===== src/rtl/cache_arb_pkg.sv =====
`default_nettype none
// ============================================================================
// Module   : cache_arb_pkg
// Purpose  : Shared types and the round-robin pick helper for the cache
//            arbiter (and any future arbiter built on the same scheme).
// Contents : arb_state_t - arbiter FSM states
//            grant_t     - which requester owns (or last owned) the port
//            rr_pick()   - two-requester round-robin select
// Revision : 1.0 - initial release
// ============================================================================
package cache_arb_pkg;

  typedef enum logic [1:0] {
    IDLE    = 2'd0,
    SERVE_I = 2'd1,
    SERVE_D = 2'd2,
    DRAIN   = 2'd3
  } arb_state_t;

  typedef enum logic [0:0] {
    GRANT_I = 1'b0,
    GRANT_D = 1'b1
  } grant_t;

  // On a tie the requester that did not win last time is chosen. With a
  // single requester that one wins; the caller decides whether anyone is
  // requesting at all.
  function automatic grant_t rr_pick(input logic i_req, input logic d_req,
                                     input grant_t last_grant);
    if (i_req && d_req) return (last_grant == GRANT_I) ? GRANT_D : GRANT_I;
    return i_req ? GRANT_I : GRANT_D;
  endfunction

endpackage
`default_nettype wire


===== src/rtl/cache_arbiter.sv =====
`default_nettype none
// ============================================================================
// Module   : cache_arbiter
// Purpose  : Shares the cacheline adaptor port between the I-cache (read
//            only) and the D-cache (read / write-back). One requester is
//            granted at a time, round-robin on ties, and the grant is held
//            until the adaptor has dropped its response.
// Ports    : clk, reset_n              - clock, async active-low reset
//            i_read/i_address          - I-cache request
//            i_line_o/i_resp           - I-cache fill line / completion pulse
//            d_read/d_write/d_address  - D-cache request
//            d_line_i                  - D-cache write-back line
//            d_line_o/d_resp           - D-cache fill line / completion pulse
//            mem_*                     - adaptor command / data / response
// Revision : 1.0 - initial release
// ============================================================================
module cache_arbiter
  import cache_arb_pkg::*;
#(
  parameter int ADDR_W = 32,
  parameter int LINE_W = 256
) (
  input  logic              clk,
  input  logic              reset_n,
  input  logic              i_read,
  input  logic [ADDR_W-1:0] i_address,
  output logic [LINE_W-1:0] i_line_o,
  output logic              i_resp,
  input  logic              d_read,
  input  logic              d_write,
  input  logic [ADDR_W-1:0] d_address,
  input  logic [LINE_W-1:0] d_line_i,
  output logic [LINE_W-1:0] d_line_o,
  output logic              d_resp,
  output logic              mem_read,
  output logic              mem_write,
  output logic [ADDR_W-1:0] mem_address,
  output logic [LINE_W-1:0] mem_line_o,
  input  logic [LINE_W-1:0] mem_line_i,
  input  logic              mem_resp
);

  arb_state_t          r_state;
  grant_t              r_last_grant;
  logic [LINE_W-1:0]   r_i_line;
  logic [LINE_W-1:0]   r_d_line;
  logic                w_d_req;
  grant_t              w_pick;

  assign w_d_req = d_read | d_write;
  assign w_pick  = rr_pick(i_read, w_d_req, r_last_grant);

  always_ff @(posedge clk or negedge reset_n) begin
    if (!reset_n) begin
      r_state      <= IDLE;
      r_last_grant <= GRANT_D;
      r_i_line     <= '0;
      r_d_line     <= '0;
    end else begin
      case (r_state)
        IDLE: begin
          if (i_read || w_d_req)
            r_state <= (w_pick == GRANT_I) ? SERVE_I : SERVE_D;
        end
        SERVE_I: begin
          if (mem_resp) begin
            r_i_line     <= mem_line_i;
            r_last_grant <= GRANT_I;
            r_state      <= DRAIN;
          end
        end
        SERVE_D: begin
          if (mem_resp) begin
            // Write-backs return no data, so the held fill line survives.
            if (d_read) r_d_line <= mem_line_i;
            r_last_grant <= GRANT_D;
            r_state      <= DRAIN;
          end
        end
        DRAIN: begin
          // The adaptor may hold resp for several cycles; wait it out so
          // the next command never overlaps a stale response.
          if (!mem_resp) r_state <= IDLE;
        end
        default: r_state <= IDLE;
      endcase
    end
  end

  // Command side depends only on state and the held request, never on
  // mem_resp. Completion pulses are the first resp cycle of the grant,
  // since the FSM leaves SERVE_* on that same edge.
  always_comb begin
    mem_read    = 1'b0;
    mem_write   = 1'b0;
    mem_address = '0;
    mem_line_o  = '0;
    i_resp      = 1'b0;
    d_resp      = 1'b0;
    case (r_state)
      SERVE_I: begin
        mem_read    = 1'b1;
        mem_address = i_address;
        i_resp      = mem_resp;
      end
      SERVE_D: begin
        mem_read    = d_read;
        mem_write   = d_write & ~d_read;
        mem_address = d_address;
        mem_line_o  = d_line_i;
        d_resp      = mem_resp;
      end
      default: ;
    endcase
  end

  // Lines are visible in the resp cycle itself, then held by the register.
  assign i_line_o = i_resp ? mem_line_i : r_i_line;
  assign d_line_o = (d_resp && d_read) ? mem_line_i : r_d_line;

endmodule
`default_nettype wire


===== config.mk =====
export PLATFORM = sky130hd
export DESIGN_NAME = cache_arbiter
export DESIGN_NICKNAME = d
export VERILOG_FILES = /design/src/rtl/cache_arb_pkg.sv /design/src/rtl/cache_arbiter.sv
export SDC_FILE = /design/constraint.sdc
export NUM_CORES = 1
export LEC_CHECK = 0
export BUFFER_PORTS_ARGS = -buffer_cell sky130_fd_sc_hd__buf_2
export CAP_MARGIN = 10
export CORE_AREA = 2 2 536 538
export DETAILED_ROUTE_END_ITERATION = 10
export DIE_AREA = 0 0 538 540
export PLACE_DENSITY_LB_ADDON = 0.12
export RECOVER_POWER = 50
export SYNTH_ARGS = -nofsm -noshare
export SYNTH_HDL_FRONTEND = slang
export SYNTH_SLANG_ARGS = --single-unit
export TNS_END_PERCENT = 30

===== constraint.sdc =====
create_clock -name clk -period 3.1 [get_ports clk]
set_input_delay 0.465 -clock clk [delete_from_list [all_inputs] [get_ports clk]]
set_output_delay 0.465 -clock clk [all_outputs]
set_load 0.01 [all_outputs]

Yosys cells after proc, flatten, opt, wreduce, memory -nomap -nowiden
Cells that the tools add are included.

word-level totals
  bits of input ports = 582
  logic and storage cells = 46
  bits in registers = 515

cells by class
  equality and inequality tests = 8
  bitwise logic cells = 3
  multiplexer cells = 21
  reductions and logical operators = 10

operators with widths
  kind                                                                      number
  256-bit two-way mux                                                       3
  32-bit case mux with 2 select lines                                       1
  1-bit two-way mux                                                         10
  3-bit AND reduction                                                       3
  2-bit two-way mux                                                         4
  2-bit inequality test (second input constant)                             4
  2-bit case mux with 3 select lines                                        1
  2-bit == test (second input constant)                                     2
  1-bit case mux with 2 select lines                                        2
  2-bit by 1-bit == test with 1-bit output (second input constant)          1
  1-bit logical AND                                                         2
  2-bit logical NOT                                                         1
  2-bit by 1-bit inequality test with 1-bit output (second input constant)  1
  2-bit AND reduction                                                       1
  2-bit nonzero test                                                        1
  2-bit OR reduction                                                        1
  1-bit bitwise AND                                                         1
  1-bit logical OR                                                          1
  1-bit NOT                                                                 1
  1-bit bitwise OR                                                          1

Depth between registers and ports, before layout
Gate-level depths: netlist (run 1).

  depth in word-level cells = 7
  mapped depth = 8
  mapped depth without buffers = 5

Worst setup path before layout (run 1)
Ideal clock, no wire load.

  path kind = register -> output
  start = register r_state[0]
  end = output port d_line_o[33]
  path slack = 0.870 ns
  cell stages (with the launch flop) = 9
  required time = 2.635 ns
  buffers on the path = 3
  arrival = 1.765 ns
  path through = dfrtp_1 -> inv_1 -> ha_1 -> clkbuf_2 -> and2_1 -> nand2_2 -> buf_6 -> buf_6 -> mux2_1

between the ends
  word-level cells in the longest chain between the ends = 4

RTL lines
  item                    line                  RTL
  start, declared         cache_arbiter.sv:43   arb_state_t r_state;
  start signal, assigned  cache_arbiter.sv:63   r_state <= (w_pick == GRANT_I) ? SERVE_I : SERVE_D;
  2-bit == test           cache_arbiter.sv:100  case (r_state)
  1-bit two-way mux       cache_arbiter.sv:100
  named net d_resp        cache_arbiter.sv:34   output logic d_resp,
  1-bit logical AND       cache_arbiter.sv:119  assign d_line_o = (d_resp && d_read) ? mem_line_i : r_d_line;
  256-bit two-way mux     cache_arbiter.sv:119
  end, declared           cache_arbiter.sv:33   output logic [LINE_W-1:0] d_line_o,

The timed path passes the listed nets, and every way through them passes these cells.

Worst setup path in the final report (run 1)
  start = register r_state[1]
  end = output port i_line_o[106]

between the ends
  word-level cells in the longest chain between the ends = 3

RTL lines
  item                                      line                  RTL
  2-bit by 1-bit == test with 1-bit output  cache_arbiter.sv:100
  1-bit two-way mux                         cache_arbiter.sv:100
  256-bit two-way mux                       cache_arbiter.sv:118  assign i_line_o = i_resp ? mem_line_i : r_i_line;
  end, declared                             cache_arbiter.sv:27   output logic [LINE_W-1:0] i_line_o,

No other way between the ends.

==> run summary, run 1 <==
## Route
- number of vias after detailed routing: 22500
- Avg WL per Cell: 26.6 µm
- length of the first detailed-routing pass in iterations: 5
- DRT iter0 DRCs: 770
- ratio of routed vias to standard cells: 3.06
- aggregate routed wire length: 196000 µm
- DRC violations left: 0
- antenna viol nets, final: 0

## Clock tree
- CTS max path bufs: 4
- number of H-tree levels: 3
- CTS tree: built
- clk slew on worst S/H paths: 60 ps
- Skew-Pair Late Insertion Delay: 770 ps
- TritonCTS sink count: 515
- Root Buffer Master: sky130_fd_sc_hd__clkbuf_16
- TritonCTS Buffers: 82

## Final layout
- final design instance area without fill: 45200 µm²
- final layout net count: 4076
- P&R area growth vs syn: 84.0%
- final std cells w/o fill: 7349
- layout cells sized above 1: 0.687

## Critical path
- largest fanout on the critical path: 16
- worst setup path category: reg2out
- arrival time of the worst setup path: 2760 ps
- critical path capture point type: primary output
- Startpoint Class: flip-flop
- critical path data required time: 2630 ps

## Power
- maximum vdd drop: 0.425 mV
- power density of the placed cells: 1050 nW/µm²
- static leakage: 21.4 nW

## Timing
- normalized max-slew margin: 0.0402
- final critical-path setup slack: -125 ps
- Achievable Freq: 310 MHz
- number of hold violations in the final report: 0
- Least-Margin Pin Slew: 1440 ps
- RSZ-0062 raised after global routing: true
- total setup violations reported at the end of the flow: 332
- worst clock skew on the final layout: 60.7 ps
- final worst path period need: 3230 ps
- Pins Over Slew Limit: 0
- ratio of final minimum period to clock period: 1.04

## Placement
- placer congestion estimate: 0.815
- number of input and output port buffers inserted: 1385
- placed standard-cell area: 36500 µm²
- post-DP HPWL: 156000 µm
- instance count after placement with tap cells included: 6850

## Floorplan
- total core area: 284000 µm²
- Top Ports: 1386
- overall die width: 538 µm
- Die Outline Area: 291000 µm²
- standard-cell row count: 196
- overall die height: 540 µm
- starting utilization of the core area: 0.0863

## Logic synthesis
- number of warnings reported in the yosys synthesis log: 0
- part of the Yosys area used for sequential elements: 0.525
- post-synthesis sequential element count: 515
- cell area after synthesis: 24500 µm²
- number of nets produced by synthesis: 2341
- number of standard cells after synthesis: 1754
- Unique masters post-synth: 27
- mean post-synth cell area: 14.0 µm²

## Hold path
- class of the tightest hold or removal check: in2reg

## Job
- Maximum Capacitance Violations: 0

## Outcome
- violations in the final reports: setup timing
- status: finished, violations left

## Global routing
- vias in the first global route: 24100
- first-pass GRT wire length: 247000 µm
- largest net degree at the start of global routing: 121
- GRT overflow: 0
- number of antenna violations at the first check in global routing: 130
- total routing usage reported by global routing: 0.127

state kept, by name, indices dropped and copies added, names as in the netlist:
name and count:
r_d_line 256, r_last_grant 1, r_i_line 256, r_state 2
cell usage after synthesis, drive strengths merged:
cell | number | area, µm²
mux2 | 768 | 8680
dfrtp | 514 | 12900
and2 | 257 | 1610
buf | 86 | 599
clkbuf | 38 | 144
nor2b | 33 | 206
a22oi | 32 | 240
ha | 5 | 62.6
nand2 | 4 | 17.5
a21oi | 3 | 15.0
inv | 3 | 11.3
a21o | 1 | 7.51
a22o | 1 | 8.76
a31oi | 1 | 6.26
dfstp | 1 | 26.3
mux2i | 1 | 10.0
nand2b | 1 | 6.26
nand3 | 1 | 5.00
nor2 | 1 | 3.75
o21a | 1 | 7.51
o2bb2ai | 1 | 8.76
or4b | 1 | 10.0
worst paths after layout:
path / start / end / slack, ps / cells after the start
worst max-delay path: r_state[1] / i_line_o[106] / -130 / 8
worst min-delay path: mem_line_i[49] / r_d_line[49] / 80 / 2
worst max register to register: r_state[0] / r_d_line[90] / 650 / 9
worst min register to register: r_i_line[148] / r_i_line[148] / 490 / 1
max in group asynchronous: reset_n / r_i_line[58] / 270 / 4
min in group asynchronous: reset_n / r_i_line[192] / 620 / 2
through the flow:
step                      utilization  hold WS [ps]  power (mW)  setup slack (ps)  TNS, ps
after floorplan                     -           169        22.0               870        0
after global placement          0.128           465        33.8               539        0
after detailed placement        0.128           448        33.8               524        0
after CTS                       0.153          1.40        45.7              -320  -111490
after global routing            0.158          7.70        49.9              -226   -78020
final                           0.159          80.8        47.3              -125   -15530
cell families (layout without fill, tap and decap cells):
logic type	Yosys count	count (layout)	synth area share
multiplexers	769	769	0.354
flip-flops	515	515	0.525
AND/OR/NAND/NOR	298	298	0.0756
buffers and inverters	127	1914	0.0307
AO/OA/AOI/OAI	40	40	0.0120
adder cells (fa/ha/maj)	5	5	0.00255
other	0	46	0
worst max-delay path, cell delays in order (launching register included):
cell and delay, ps:
sky130_fd_sc_hd__dfrtp_1 400, sky130_fd_sc_hd__buf_6 140, sky130_fd_sc_hd__inv_6 40, sky130_fd_sc_hd__ha_4 170
sky130_fd_sc_hd__nand2_8 140, sky130_fd_sc_hd__buf_16 200, sky130_fd_sc_hd__buf_16 240, sky130_fd_sc_hd__mux2_2 360
sky130_fd_sc_hd__buf_2 170
per-layer routing:
metal	vias up	GRT usage	wire, µm
met4	116	0.0264	4670
met3	281	0.0443	15100
met5	-	0	759
met2	959	0.245	106000
li1	9709	-	-
met1	11400	0.128	69300
cells in the final DEF (no fill, tap or decap), drive strengths merged:
| cell | n |
|---|---|
| a21o | 1 |
| a21oi | 3 |
| a22o | 1 |
| a22oi | 32 |
| a31oi | 1 |
| and2 | 257 |
| buf | 1505 |
| bufbuf | 1 |
| bufinv | 2 |
| clkbuf | 154 |
| clkinv | 13 |
| clkinvlp | 4 |
| dfrtp | 514 |
| dfstp | 1 |
| diode | 46 |
| dlygate4sd3 | 231 |
| ha | 5 |
| inv | 4 |
| mux2 | 768 |
| mux2i | 1 |
| nand2 | 4 |
| nand2b | 1 |
| nand3 | 1 |
| nor2 | 1 |
| nor2b | 33 |
| o21a | 1 |
| o2bb2ai | 1 |
| or4b | 1 |
where the power goes:
group	switching [mW]	internal [mW]
clock network	3.64	5.46
logic	13.6	13.0
registers	1.47	10.1
total	18.7	28.6
layout make-up:
class	instances	area, µm²
Antenna cell	46	115
Multi-Input combinational cell	1112	11700
Inverter	3	16.3
Clock inverter	20	194
Tap cell	3762	4710
Clock buffer	116	2370
Sequential cell	515	12900
Fill cell	32100	239000
Timing Repair Buffer	1775	13200
what timing repair did:
action	4_1_cts	5_1_grt
resized for setup	194	412
hold endpoints to repair	465	0
hold buffers	231	0
setup buffers	39	28
cloned	24	17
setup endpoints to repair	651	669
pin swaps	3	2
Power figures use the tool's default switching activity.
==> run 2: changes to the inputs <==
--- a/config.mk
+++ b/config.mk
@@ -8,6 +8,7 @@
 export BUFFER_PORTS_ARGS = -buffer_cell sky130_fd_sc_hd__buf_2
 export CAP_MARGIN = 10
 export CORE_AREA = 2 2 536 538
+export CTS_BUF_LIST = sky130_fd_sc_hd__clkbuf_8
 export DETAILED_ROUTE_END_ITERATION = 10
 export DIE_AREA = 0 0 538 540
 export PLACE_DENSITY_LB_ADDON = 0.12
==> run 2 against run 1 <==
Effect of this change: the flow still finishes with violations (setup timing); sequential share of layout area shrank 0.79 points; global-route usage grew 0.18 points; clock-buffer cell count up 27; via count rose by 2.2%; routed wire length rose by 2.1%; sequential power about the same; maximum frequency shrank 2.2%; register-to-register slack worse by 90 ps; first-iteration DRC count is 7.4% lower; worst hold slack better by 250 ps; combinational power grew 6%; critical path type unchanged; largest power group unchanged.
==> run summary, run 2 (synthesis gave the netlist of run 1 again) <==
## Outcome
- violations in the final reports: setup timing
- status: finished, violations left

## Timing
- normalized max-slew margin: 0.0372
- Least-Margin Pin Slew: 1440 ps
- worst clock skew on the final layout: 78.3 ps
- final critical-path setup slack: -198 ps
- Pins Over Slew Limit: 0
- number of hold violations in the final report: 0
- total setup violations reported at the end of the flow: 523
- final worst path period need: 3300 ps
- Achievable Freq: 303 MHz
- RSZ-0062 raised after global routing: true
- ratio of final minimum period to clock period: 1.06
- total negative setup slack: -54040 ps

## Final layout
- leading registers by flop count: r_d_line: 256 flops, r_i_line: 256 flops, r_state: 2 flops
- most frequent standard cell in the layout excluding fill and tap cells: sky130_fd_sc_hd__buf_2
- sequential cell area: 12900 µm²
- final layout net count: 4174
- final std cells w/o fill: 7488
- post-route core utilization: 0.163
- area of combinational cells with multiple inputs: 11900 µm²
- FILL cells: 32100
- P&R area growth vs syn: 89.2%
- most used cells in the layout excluding fill and tap cells: sky130_fd_sc_hd__buf_2, sky130_fd_sc_hd__dfrtp_1, sky130_fd_sc_hd__mux2_2, sky130_fd_sc_hd__buf_6, sky130_fd_sc_hd__dlygate4sd3_1
- layout cells sized above 1: 0.680

## Power
- static leakage: 22.3 nW
- sequential fraction of design power: 0.243
- NetSw: 19.1 mW
- combinational share of power: 0.590
- internal power summed over all cells: 28.9 mW
- maximum vdd drop: 0.380 mV
- clock network power share: 0.167
- power density of the placed cells: 1030 nW/µm²
- switching portion of total power: 0.397
- overall power: 48.0 mW

## Route
- antenna viol nets, final: 0
- Avg WL per Cell: 26.7 µm
- aggregate routed wire length: 200000 µm
- number of vias after detailed routing: 23000
- DRC violations left: 0
- length of the first detailed-routing pass in iterations: 4
- ratio of routed vias to standard cells: 3.07
- DRT iter0 DRCs: 713

## Critical path
- Crit-path slowest cell: sky130_fd_sc_hd__dfrtp_2
- number of buffers and inverters on the critical path: 4
- launching point of the worst reg2reg path: r_state[0]
- gate family responsible for the most delay along the worst path: buffers and inverters
- stage delay of the slowest cell on the critical path: 470 ps
- critical path capture point type: primary output
- worst setup path category: reg2out
- largest fanout on the critical path: 7
- critical path data required time: 2630 ps
- Startpoint Class: flip-flop
- startpoint of the most critical setup path: r_state[1]
- logic depth of the worst register-to-register path: 10
- worst-path cell chain: ha_4 -> and2_4 -> nand2_8 -> buf_16 -> buf_12 -> clkbuf_16 -> mux2_2 -> buf_2
- count of cell instances traversed by the critical path: 8
- arrival time of the worst setup path: 2830 ps

## Placement
- placer congestion estimate: 0.815
- post-DP HPWL: 156000 µm
- instance count after placement with tap cells included: 6850
- number of input and output port buffers inserted: 1385

## Clock tree
- clk slew on worst S/H paths: 60 ps
- number of H-tree levels: 3
- TritonCTS Buffers: 116
- CTS tree: built
- Root Buffer Master: sky130_fd_sc_hd__clkbuf_8
- CTS max path bufs: 4
- Skew-Pair Late Insertion Delay: 880 ps
- TritonCTS sink count: 515

## Floorplan
- overall die height: 540 µm
- starting utilization of the core area: 0.0863
- overall die width: 538 µm
- Die Outline Area: 291000 µm²
- total core area: 284000 µm²
- Top Ports: 1386
- standard-cell row count: 196

## Job
- Maximum Capacitance Violations: 0

## Global routing
- vias in the first global route: 24600
- GRT overflow: 0
- largest net degree at the start of global routing: 121
- first-pass GRT wire length: 250000 µm
- total routing usage reported by global routing: 0.129
- number of antenna violations at the first check in global routing: 132

## Hold path
- Hold Crit Start: mem_line_i[73]
- class of the tightest hold or removal check: in2reg
- depth of the worst hold-timing path: 3

[run 2: final timing paths]
check,slack (ps),to
hold reg to reg,490,r_i_line[194]
setup reg to reg,560,r_state[0]
setup / recovery,-200,d_line_o[208]
max in group asynchronous,290,r_last_grant
min in group asynchronous,510,r_d_line[230]
hold / removal,330,r_d_line[73]
[run 2: final cells by class]
type | count | area share
Timing Repair Buffer | 1839 | 0.311
Clock buffer | 143 | 0.0424
Antenna cell | 54 | 0.00291
Inverter | 3 | 0.000296
Multi-Input combinational cell | 1112 | 0.257
Clock inverter | 60 | 0.00797
Sequential cell | 515 | 0.278
Tap cell | 3762 | 0.101
[run 2: power groups by stage]
stage / clock network, mW / registers, mW / logic, mW
6_report: 8.03 / 11.7 / 28.3
3_5_place_dp: 0 / 11.6 / 22.2
5_1_grt: 8.84 / 12.0 / 29.8
4_1_cts: 8.56 / 11.6 / 25.5
2_1_floorplan: 0 / 11.0 / 11.0
3_3_place_gp: 0 / 11.6 / 22.2
[run 2: worst register-to-register path, stage by stage, from the launching register on]
cell and delay [ps]:
sky130_fd_sc_hd__dfrtp_1 410, sky130_fd_sc_hd__inv_2 70, sky130_fd_sc_hd__buf_4 150, sky130_fd_sc_hd__buf_4 130
sky130_fd_sc_hd__ha_1 320, sky130_fd_sc_hd__buf_12 180, sky130_fd_sc_hd__buf_6 150, sky130_fd_sc_hd__mux2i_1 250
sky130_fd_sc_hd__a21oi_1 120, sky130_fd_sc_hd__a31oi_1 150, sky130_fd_sc_hd__dlygate4sd3_1 560
[run 2: timing repair]
item,CTS,global route
gates cloned,31,19
buffers inserted,51,28
endpoints found under the setup margin,802,800
hold buffers,267,0
pin swaps,2,3
endpoints found under the hold margin,844,0
resized for setup,342,479
[run 2: layer usage]
metal | up-vias | global-route usage | wire [µm]
met3 | 330 | 0.0500 | 16600
met5 | - | 0 | 873
met2 | 990 | 0.246 | 108000
met4 | 132 | 0.0326 | 5310
met1 | 11600 | 0.128 | 69300
li1 | 9922 | - | -
[run 2: through the flow]
| stage | setup slack (ps) | hold WS (ps) | area, µm² |
|---|---|---|---|
| 6_report | -198 | 333 | 46400 |
| 2_1_floorplan | 870 | 169 | 24500 |
| 4_1_cts | -451 | 6.26 | 44300 |
| 3_3_place_gp | 539 | 465 | 36500 |
| 5_1_grt | -393 | 225 | 46300 |
| 3_5_place_dp | 524 | 448 | 36500 |
==> run 3: changes to the inputs <==
--- a/config.mk
+++ b/config.mk
@@ -7,12 +7,13 @@
 export LEC_CHECK = 0
 export BUFFER_PORTS_ARGS = -buffer_cell sky130_fd_sc_hd__buf_2
 export CAP_MARGIN = 10
-export CORE_AREA = 2 2 536 538
+export CORE_AREA = 10 10 528 530
 export CTS_BUF_LIST = sky130_fd_sc_hd__clkbuf_8
 export DETAILED_ROUTE_END_ITERATION = 10
 export DIE_AREA = 0 0 538 540
 export PLACE_DENSITY_LB_ADDON = 0.12
 export RECOVER_POWER = 50
+export SKIP_CTS_REPAIR_TIMING = 1
 export SYNTH_ARGS = -nofsm -noshare
 export SYNTH_HDL_FRONTEND = slang
 export SYNTH_SLANG_ARGS = --single-unit
==> run 3 against run 2 <==
Effect of this change: the flow finishes with violations (capacitance limit, slew limit, setup timing); sequential power about the same; non-clock buffer count decreased by 92; via count decreased by 2.6%; first-iteration DRC count decreased by 1.8%; final cell count decreased by 4.0%; routed wire length decreased by 1.1%; power decreased by 14%; clock power decreased by 6.4%; worst setup slack improved by 66 ps; critical path type unchanged; critical endpoint is now d_line_o[178]; largest cell class is now flip-flops and latches.
==> run summary, run 3 (synthesis gave the netlist of run 1 again) <==
## Floorplan
- overall die width: 538 µm
- starting utilization of the core area: 0.0918
- overall die height: 540 µm
- Top Ports: 1386
- standard-cell row count: 190
- total core area: 267000 µm²
- Die Outline Area: 291000 µm²

## Critical path
- worst setup path category: reg2out
- Startpoint Class: flip-flop
- largest fanout on the critical path: 15
- critical path capture point type: primary output
- arrival time of the worst setup path: 2770 ps
- critical path data required time: 2630 ps

## Power
- maximum vdd drop: 0.382 mV
- static leakage: 19.7 nW
- power density of the placed cells: 990 nW/µm²

## Clock tree
- TritonCTS Buffers: 113
- number of H-tree levels: 3
- CTS tree: built
- Root Buffer Master: sky130_fd_sc_hd__clkbuf_8
- TritonCTS sink count: 515
- clk slew on worst S/H paths: 60 ps
- Skew-Pair Late Insertion Delay: 850 ps
- CTS max path bufs: 3

## Timing
- Least-Margin Pin Slew: 1500 ps
- worst clock skew on the final layout: 63.4 ps
- ratio of final minimum period to clock period: 1.04
- number of hold violations in the final report: 0
- normalized max-slew margin: -0.000764
- final worst path period need: 3230 ps
- Pins Over Slew Limit: 18
- RSZ-0062 raised after global routing: true
- total setup violations reported at the end of the flow: 341
- Achievable Freq: 309 MHz
- final critical-path setup slack: -132 ps

## Route
- number of vias after detailed routing: 22400
- Avg WL per Cell: 27.5 µm
- DRC violations left: 0
- ratio of routed vias to standard cells: 3.11
- antenna viol nets, final: 0
- length of the first detailed-routing pass in iterations: 5
- aggregate routed wire length: 198000 µm
- DRT iter0 DRCs: 700

## Final layout
- leading registers by flop count: r_d_line: 256 flops, r_i_line: 256 flops, r_state: 2 flops
- final std cells w/o fill: 7190
- layout cells sized above 1: 0.669
- FILL cells: 30400
- area of combinational cells with multiple inputs: 11000 µm²
- sequential cell area: 12900 µm²
- most frequent standard cell in the layout excluding fill and tap cells: sky130_fd_sc_hd__buf_2
- final design instance area without fill: 41700 µm²
- most used cells in the layout excluding fill and tap cells: sky130_fd_sc_hd__buf_2, sky130_fd_sc_hd__mux2_2, sky130_fd_sc_hd__dfrtp_1, sky130_fd_sc_hd__dlygate4sd3_1, sky130_fd_sc_hd__and2_1
- final layout net count: 4080
- P&R area growth vs syn: 69.9%

## Global routing
- largest net degree at the start of global routing: 133
- total routing usage reported by global routing: 0.125
- number of antenna violations at the first check in global routing: 166
- first-pass GRT wire length: 243000 µm
- GRT overflow: 0
- vias in the first global route: 23000

## Placement
- post-DP HPWL: 164000 µm
- placer congestion estimate: 0.809
- instance count after placement with tap cells included: 6637
- placed standard-cell area: 36100 µm²
- number of input and output port buffers inserted: 1385

## Outcome
- status: finished, violations left
- violations in the final reports: capacitance limit, slew limit, setup timing

## Hold path
- class of the tightest hold or removal check: in2reg

## Job
- Maximum Capacitance Violations: 1

-- run 3: worst max-delay path, stage by stage (launching register included) --
cell                        delay [ps]
sky130_fd_sc_hd__dfrtp_1           400
sky130_fd_sc_hd__inv_2              80
sky130_fd_sc_hd__ha_4              180
sky130_fd_sc_hd__and2_4            170
sky130_fd_sc_hd__buf_12            140
sky130_fd_sc_hd__nand2_8           130
sky130_fd_sc_hd__buf_6             140
sky130_fd_sc_hd__clkbuf_16         190
sky130_fd_sc_hd__mux2_2            380
sky130_fd_sc_hd__buf_2             150
-- run 3: metrics by stage --
| stage | hold WS, ps | utilization | power [mW] | setup slack (ps) | TNS, ps |
|---|---|---|---|---|---|
| after floorplan | 169 | - | 22.0 | 870 | 0 |
| after detailed placement | 414 | 0.135 | 33.7 | 340 | 0 |
| after global placement | 417 | 0.135 | 33.8 | 354 | 0 |
| final | 112 | 0.156 | 41.3 | -132 | -17230 |
| after global routing | 22.6 | 0.156 | 43.9 | -307 | -122210 |
| after CTS | -571 | 0.143 | 41.8 | -634 | -267230 |
-- run 3: area by class of cell --
type,instances,area share
tap,3552,0.107
clock buffer,132,0.0436
multi-input combinational,1113,0.264
inverter,3,0.000270
antenna,61,0.00366
timing repair buffer,1747,0.264
sequential,515,0.309
clock inverter,67,0.00891
-- run 3: power breakdown --
group / leakage [nW] / switching (mW) / internal [mW]
clock: 1.29 / 3.58 / 3.94
sequential: 6.14 / 1.43 / 10.1
combinational: 12.2 / 12.4 / 9.75
-- run 3: worst paths after layout --
path,end,start,slack (ps),cells past startpoint
setup / recovery,d_line_o[178],r_state[0],-130,9
hold / removal,r_last_grant,mem_resp,110,2
setup reg to reg,r_state[1],r_state[1],780,5
hold reg to reg,r_i_line[40],r_i_line[40],480,1
max in group asynchronous,r_i_line[250],reset_n,460,3
min in group asynchronous,r_i_line[193],reset_n,490,2
-- run 3: routing by layer --
metal,vias to the layer above,wire (µm),global-route usage
met1,11100,61400,0.107
met4,150,6160,0.0371
met5,-,983,0
met2,1048,112000,0.256
met3,384,16800,0.0516
li1,9744,-,-
